<file path="src/rtl/sobel_stream.sv">
// Streaming 3x3 Sobel gradient magnitude over a raster-order grayscale frame.
// Define SOBEL_BINARIZE_EN to threshold the magnitude against SOBEL_THRESHOLD to 0 / full-scale.
module sobel_stream #(
  parameter int unsigned PIXEL_WIDTH     = 8,
  parameter int unsigned IMG_WIDTH       = 64,
  parameter int unsigned IMG_HEIGHT      = 64,
  parameter int unsigned SOBEL_THRESHOLD = 64
) (
  input  logic                   clk_i,
  input  logic                   reset_i,
  input  logic                   start_i,
  input  logic [PIXEL_WIDTH-1:0] in_px_gray_i,
  input  logic                   in_valid_i,
  output logic                   in_ready_o,
  output logic [PIXEL_WIDTH-1:0] out_px_sobel_o,
  output logic                   out_valid_o,
  input  logic                   out_ready_i,
  output logic                   frame_done_o
);

  localparam int unsigned XW = $clog2(IMG_WIDTH);
  localparam int unsigned YW = $clog2(IMG_HEIGHT);
  localparam int unsigned SW = PIXEL_WIDTH + 3;

  localparam logic [1:0] StIdle  = 2'd0;
  localparam logic [1:0] StFill  = 2'd1;
  localparam logic [1:0] StRun   = 2'd2;
  localparam logic [1:0] StFlush = 2'd3;

`ifdef SOBEL_BINARIZE_EN
  localparam bit BinarizeEn = 1'b1;
`else
  localparam bit BinarizeEn = 1'b0;
`endif

  logic [1:0]             state_q, state_d;
  logic [XW-1:0]          x_q, x_d;
  logic [YW-1:0]          y_q, y_d;
  logic                   out_valid_q, out_valid_d;
  logic [PIXEL_WIDTH-1:0] out_px_q, out_px_d;
  logic                   frame_done_q, frame_done_d;

  logic in_xfer;
  logic last_col;
  logic last_px;
  logic emit;

  assign in_ready_o = ((state_q == StFill) || (state_q == StRun)) &&
                      (!out_valid_q || out_ready_i);
  assign in_xfer    = in_valid_i && in_ready_o;
  assign last_col   = (x_q == XW'(IMG_WIDTH - 1));
  assign last_px    = last_col && (y_q == YW'(IMG_HEIGHT - 1));
  assign emit       = in_xfer && (x_q >= XW'(2)) && (y_q >= YW'(2));

  // Line buffers: top holds line y-2, mid holds line y-1, both indexed by column.
  logic [PIXEL_WIDTH-1:0] lb_top_q [IMG_WIDTH];
  logic [PIXEL_WIDTH-1:0] lb_mid_q [IMG_WIDTH];

  // Window columns x-2 and x-1 are registered; column x is the live column below.
  logic [PIXEL_WIDTH-1:0] win_q [3][2];
  logic [PIXEL_WIDTH-1:0] col_new [3];

  assign col_new[0] = lb_top_q[x_q];
  assign col_new[1] = lb_mid_q[x_q];
  assign col_new[2] = in_px_gray_i;

  // Buffer contents are rewritten during FILL before use, so no reset is needed.
  always_ff @(posedge clk_i) begin
    if (in_xfer) begin
      lb_top_q[x_q] <= col_new[1];
      lb_mid_q[x_q] <= in_px_gray_i;
      for (int r = 0; r < 3; r++) begin
        win_q[r][0] <= win_q[r][1];
        win_q[r][1] <= col_new[r];
      end
    end
  end

  function automatic logic signed [SW-1:0] ext(input logic [PIXEL_WIDTH-1:0] v);
    return $signed({3'b000, v});
  endfunction

  logic signed [SW-1:0]   gx, gy;
  logic [SW-1:0]          abs_gx, abs_gy;
  logic [SW:0]            mag;
  logic [PIXEL_WIDTH-1:0] mag_sat;
  logic [PIXEL_WIDTH-1:0] result;

  always_comb begin
    gx = (ext(col_new[0]) + (ext(col_new[1]) <<< 1) + ext(col_new[2])) -
         (ext(win_q[0][0]) + (ext(win_q[1][0]) <<< 1) + ext(win_q[2][0]));
    gy = (ext(win_q[2][0]) + (ext(win_q[2][1]) <<< 1) + ext(col_new[2])) -
         (ext(win_q[0][0]) + (ext(win_q[0][1]) <<< 1) + ext(col_new[0]));
    abs_gx  = gx[SW-1] ? -gx : gx;
    abs_gy  = gy[SW-1] ? -gy : gy;
    mag     = {1'b0, abs_gx} + {1'b0, abs_gy};
    mag_sat = (|mag[SW:PIXEL_WIDTH]) ? '1 : mag[PIXEL_WIDTH-1:0];
    if (BinarizeEn) begin
      result = (32'(mag_sat) >= SOBEL_THRESHOLD) ? '1 : '0;
    end else begin
      result = mag_sat;
    end
  end

  always_comb begin
    state_d      = state_q;
    x_d          = x_q;
    y_d          = y_q;
    out_valid_d  = out_valid_q;
    out_px_d     = out_px_q;
    frame_done_d = 1'b0;

    // Input is only accepted when the output slot is free or draining this cycle.
    if (emit) begin
      out_valid_d = 1'b1;
      out_px_d    = result;
    end else if (out_ready_i) begin
      out_valid_d = 1'b0;
    end

    if (in_xfer) begin
      if (last_col) begin
        x_d = '0;
        y_d = last_px ? '0 : y_q + 1'b1;
      end else begin
        x_d = x_q + 1'b1;
      end
    end

    case (state_q)
      StIdle: begin
        if (start_i) begin
          state_d = StFill;
          x_d     = '0;
          y_d     = '0;
        end
      end
      StFill: begin
        if (in_xfer && (x_q == '0) && (y_q == YW'(2))) state_d = StRun;
      end
      StRun: begin
        if (in_xfer && last_px) state_d = StFlush;
      end
      StFlush: begin
        if (!out_valid_q || out_ready_i) begin
          state_d      = StIdle;
          frame_done_d = 1'b1;
        end
      end
      default: state_d = StIdle;
    endcase
  end

  always_ff @(posedge clk_i) begin
    if (reset_i) begin
      state_q      <= StIdle;
      x_q          <= '0;
      y_q          <= '0;
      out_valid_q  <= 1'b0;
      out_px_q     <= '0;
      frame_done_q <= 1'b0;
    end else begin
      state_q      <= state_d;
      x_q          <= x_d;
      y_q          <= y_d;
      out_valid_q  <= out_valid_d;
      out_px_q     <= out_px_d;
      frame_done_q <= frame_done_d;
    end
  end

  assign out_valid_o    = out_valid_q;
  assign out_px_sobel_o = out_px_q;
  assign frame_done_o   = frame_done_q;

endmodule

</file>
<file path="config.mk">
export PLATFORM = sky130hd
export DESIGN_NAME = sobel_stream
export DESIGN_NICKNAME = d
export VERILOG_FILES = /design/src/rtl/sobel_stream.sv
export SDC_FILE = /design/constraint.sdc
export NUM_CORES = 1
export LEC_CHECK = 0
export CORE_ASPECT_RATIO = 1.25
export CORE_MARGIN = 10
export CORE_UTILIZATION = 36
export CTS_CLUSTER_DIAMETER = 50
export DETAILED_ROUTE_END_ITERATION = 10
export SETUP_SLACK_MARGIN = 0.4
export SLEW_MARGIN = 10
export SYNTH_ARGS = -nofsm -noshare
export SYNTH_HDL_FRONTEND = slang
export SYNTH_SLANG_ARGS = --single-unit
</file>
<file path="constraint.sdc">
create_clock -name clk_i -period 8.85 [get_ports clk_i]
set_input_delay 1.77 -clock clk_i [delete_from_list [all_inputs] [get_ports clk_i]]
set_output_delay 1.77 -clock clk_i [all_outputs]
set_load 0.03 [all_outputs]
</file>
==> results_tabular.tex <==
\begin{tabular}{lr}
\hline
Metric & Value \\
\hline
\multicolumn{2}{l}{\textbf{Outcome}} \\
\quad Result of the run & finished clean \\
\multicolumn{2}{l}{\textbf{Synth}} \\
\quad Post-Synthesis Cell Area & approximately 0.045 mm2 \\
\quad Average cell area after synthesis & between 15 and 20 um2 \\
\quad Number of flops mapped to enable cells by yosys & approximately 1100 \\
\quad Cell type with the highest aggregate area in the netlist & sky130\_fd\_sc\_hd\_\_edfxtp\_1 \\
\quad Ys async rst share & 0\% \\
\quad Net count after synthesis & 2719 \\
\quad Share of synthesized area occupied by flip-flops and latches & a little under three quarters \\
\quad Most used flip-flop cell after synthesis & sky130\_fd\_sc\_hd\_\_edfxtp\_1 \\
\quad Post-Syn Instances & between 2000 and 3000 \\
\quad Synth Warn \# & 0 \\
\quad Distinct cell type count after synthesis & 74 \\
\quad Share of the synthesized area in the top cell type & slightly above 70\% \\
\quad Dominant cells by area after synthesis & sky130\_fd\_sc\_hd\_\_edfxtp\_1, sky130\_fd\_sc\_hd\_\_mux4\_2, sky130\_fd\_sc\_hd\_\_fa\_1 \\
\quad \#FFs+latches synth & approximately 1100 \\
\multicolumn{2}{l}{\textbf{Critical path}} \\
\quad Data required, critical path & between 9 and 10 ns \\
\quad Startpoint type of the worst setup path & flop \\
\quad Maximum fanout along the worst path & 23 \\
\quad Crit path capture type & flop \\
\quad Slowest stage delay, CP & just under 0.6 ns \\
\quad Critical path's top delay family & simple AND/OR/NAND/NOR gates \\
\quad Critical Path AT & around 8.9 ns \\
\quad Category of the most critical setup path & reg2reg \\
\quad Slowest cell on crit path & sky130\_fd\_sc\_hd\_\_or4\_1 \\
\quad Critical path buffer and inverter count & 7 \\
\multicolumn{2}{l}{\textbf{Detailed routing}} \\
\quad Drt total wl & approximately 130000 um \\
\quad Drt first-iter violations & 2778 \\
\quad Number of detailed-routing iterations run before antenna repair & 6 \\
\quad Wire length per cell after detailed routing & between 20 and 30 um \\
\quad Number of routed nets with antenna violations & 0 \\
\quad Via count & about 26000 \\
\quad Post-detailed-route DRC marker count & 0 \\
\quad Vias per Instance & around 5.7 \\
\multicolumn{2}{l}{\textbf{Die}} \\
\quad Ports & 24 \\
\quad CORE AREA & 0.1252 mm2 \\
\quad Starting utilization of the core area & around 36\% \\
\quad Y dimension of the die & 417.1 um \\
\quad Total Die Area & 0.1408 mm2 \\
\quad Width of the die & $\sim$340 um \\
\quad Rows & 145 \\
\multicolumn{2}{l}{\textbf{Timing}} \\
\quad Unrepaired setup endpoints after global routing & no \\
\quad Final period utilization & 93.26\% \\
\quad Final hold viol count & 0 \\
\quad Number of failing setup endpoints in the final timing report & 0 \\
\quad Max-slew violation count & 0 \\
\quad Min cycle time layout & 8.253 ns \\
\quad Worst Max-Slew Pin Slew & around 1.0 ns \\
\quad Maximum operating frequency & $\sim$120 MHz \\
\quad Final setup skew & 0.09119 ns \\
\quad Headroom to the max-slew limit & between 20 and 30\% \\
\quad Worst Hold Slack & about 0.43 ns \\
\multicolumn{2}{l}{\textbf{Layout}} \\
\quad Top library cells by usage in the layout, fill and taps aside & sky130\_fd\_sc\_hd\_\_edfxtp\_1, sky130\_fd\_sc\_hd\_\_buf\_4, sky130\_fd\_sc\_hd\_\_nor2\_1 \\
\quad Signed area change from the synthesized netlist to the final layout & 16.22\% \\
\quad Layout cell share with drive strength beyond 1 & about 23\% \\
\quad Net count reported at finish & roughly 3000 \\
\quad Area of all placed cells without fillers & roughly 0.053 mm2 \\
\quad Final cell count without fillers & 4549 \\
\quad Commonest non-fill, non-tap cell in the layout & sky130\_fd\_sc\_hd\_\_edfxtp\_1 \\
\multicolumn{2}{l}{\textbf{Placed design}} \\
\quad Cell Count Post-Placement & 4315 \\
\quad Count of input and output buffers & 23 \\
\quad Half-perimeter wire length of the detailed placement result & between 80000 and 90000 um \\
\quad Total placed instance area & 0.04867 mm2 \\
\quad Placer's final routability congestion estimate & between 0.8 and 0.9 \\
\multicolumn{2}{l}{\textbf{Global routing}} \\
\quad Via count of the first global-routing pass & between 20000 and 30000 \\
\quad Initial antenna violation count & 2 \\
\quad Total GRT Usage & 18.17\% \\
\quad Grt ovf & 0 \\
\quad First-pass GRT wire length & roughly 190000 um \\
\quad Maximum number of pins on one net before global-route repair & 66 \\
\multicolumn{2}{l}{\textbf{Job}} \\
\quad Maximum Capacitance Violations & 0 \\
\multicolumn{2}{l}{\textbf{Clock network}} \\
\quad Clock tree from TritonCTS & built \\
\quad Max Root-Sink Buffers & 3 \\
\quad Clock latency of the later-clocked register in the worst-skew pair & roughly 0.75 ns \\
\quad Clock transition at the registers of the reported paths & 0.06 ns \\
\quad Number of sinks on the clock net & 1096 \\
\quad Root buf cell & sky130\_fd\_sc\_hd\_\_clkbuf\_16 \\
\quad Number of buffers added by the clock tree synthesis step & approximately 110 \\
\quad \# H-tree levels & 3 \\
\multicolumn{2}{l}{\textbf{Worst hold path}} \\
\quad Hold Path Class & reg2reg \\
\hline
\end{tabular}
==> path summary, 6_finish.rpt <==
| kind | end | depth (start not counted) | startpoint | slack (ns) |
|---|---|---|---|---|
| setup reg to reg | out_px_sobel_o[6]$_SDFFE_PP0P_ | 30 | x_q[0]$_SDFF_PP0_ | 0.60 |
| setup / recovery | out_px_sobel_o[6]$_SDFFE_PP0P_ | 30 | x_q[0]$_SDFF_PP0_ | 0.60 |
| hold / removal | win_q[1][10]$_DFFE_PP_ | 0 | win_q[1][2]$_DFFE_PP_ | 0.43 |
| hold reg to reg | win_q[1][10]$_DFFE_PP_ | 0 | win_q[1][2]$_DFFE_PP_ | 0.43 |
==> cell usage after synthesis (17+ instances only) <==
| master | number |
|---|---|
| sky130_fd_sc_hd__nor2_1 | 173 |
| sky130_fd_sc_hd__a211oi_1 | 17 |
| sky130_fd_sc_hd__inv_1 | 109 |
| sky130_fd_sc_hd__a22oi_1 | 35 |
| sky130_fd_sc_hd__buf_4 | 24 |
| sky130_fd_sc_hd__dfxtp_1 | 24 |
| sky130_fd_sc_hd__o22ai_1 | 36 |
| sky130_fd_sc_hd__xor2_1 | 20 |
| sky130_fd_sc_hd__a21oi_1 | 93 |
| sky130_fd_sc_hd__mux2_2 | 73 |
| sky130_fd_sc_hd__clkbuf_1 | 38 |
| sky130_fd_sc_hd__edfxtp_1 | 1072 |
| sky130_fd_sc_hd__buf_2 | 50 |
| sky130_fd_sc_hd__nand2_1 | 69 |
| sky130_fd_sc_hd__o21ai_0 | 48 |
| sky130_fd_sc_hd__ha_1 | 47 |
| sky130_fd_sc_hd__a221o_1 | 20 |
| sky130_fd_sc_hd__a221oi_1 | 103 |
| sky130_fd_sc_hd__a22o_1 | 19 |
| sky130_fd_sc_hd__fa_1 | 63 |
| sky130_fd_sc_hd__buf_6 | 18 |
| sky130_fd_sc_hd__nor3_1 | 17 |
| sky130_fd_sc_hd__mux4_2 | 114 |
| sky130_fd_sc_hd__xnor2_1 | 26 |
| sky130_fd_sc_hd__mux2i_1 | 88 |
==> logic make-up after synthesis <==
group	after synthesis	synth area share [%]
and+or+nand+nor	354	3.573
muxes	282	9.577
adders and majority gates	110	4.072
buffers and inverters	254	2.739
xor gates and xnor gates	46	0.8872
DFF	1096	71.94
AOI/OAI and AO/OA	454	7.210
==> flip-flops by register name (all words and copies together), names as in the netlist, 2 cells and up <==
signal / cells
lb_mid_q: 512
lb_top_q: 512
out_px_sobel_o: 8
state_q: 2
win_q: 48
x_q: 6
y_q: 6
==> what timing repair did <==
action	in CTS	in global routing
pin swaps	0	8
gates resized for setup	6	48
hold buffers	0	0
setup buffers	5	23
cloned	0	3
endpoints found under the setup margin	8	8
==> metal layers <==
| layer | vias up | track usage, % | routed length [um] |
|---|---|---|---|
| li1 | 10811 | - | - |
| met1 | 13361 | 22.86 | 48720 |
| met2 | 1296 | 29.70 | 63310 |
| met3 | 297 | 3.421 | 11600 |
| met4 | 0 | 9.326 | 7236 |
| met5 | - | 0 | 0 |
==> worst register-to-register path: cells and delay by family, from the launching register on <==
kind | cells | cell delay, ns
AND/OR/NAND/NOR | 7 | 2.36
buffers and inverters | 7 | 0.99
flip-flops | 1 | 0.36
AO/OA/AOI/OAI | 9 | 1.95
XOR/XNOR | 2 | 0.35
adder cells (fa/ha/maj) | 5 | 2.15
==> area by class of cell <==
cell class	count	area, um2
repair buffers	276	2407
diodes	2	5.005
fillers	10897	72400
clock buffers	131	2810
multi-input cells	1246	11770
well taps	1617	2023
flip-flops and latches	1096	32680
clock inverters	70	658.1
inverters	111	424.2
==> per-stage QoR <==
step | setup TNS (ns) | utilization [%] | setup WS [ns]
6_report | 0 | 42.16 | 0.5966
5_1_grt | 0 | 42.16 | 0.3284
4_1_cts | 0 | 41.73 | 0.4346
3_5_place_dp | -1.320 | 38.88 | -0.1727
3_3_place_gp | -0.4627 | 38.88 | -0.06252
2_1_floorplan | 0 | - | 0.4116
Power is left out: the tool's default activity adds up to more than one toggle a clock period on the data nets, which glitch-free logic cannot reach.
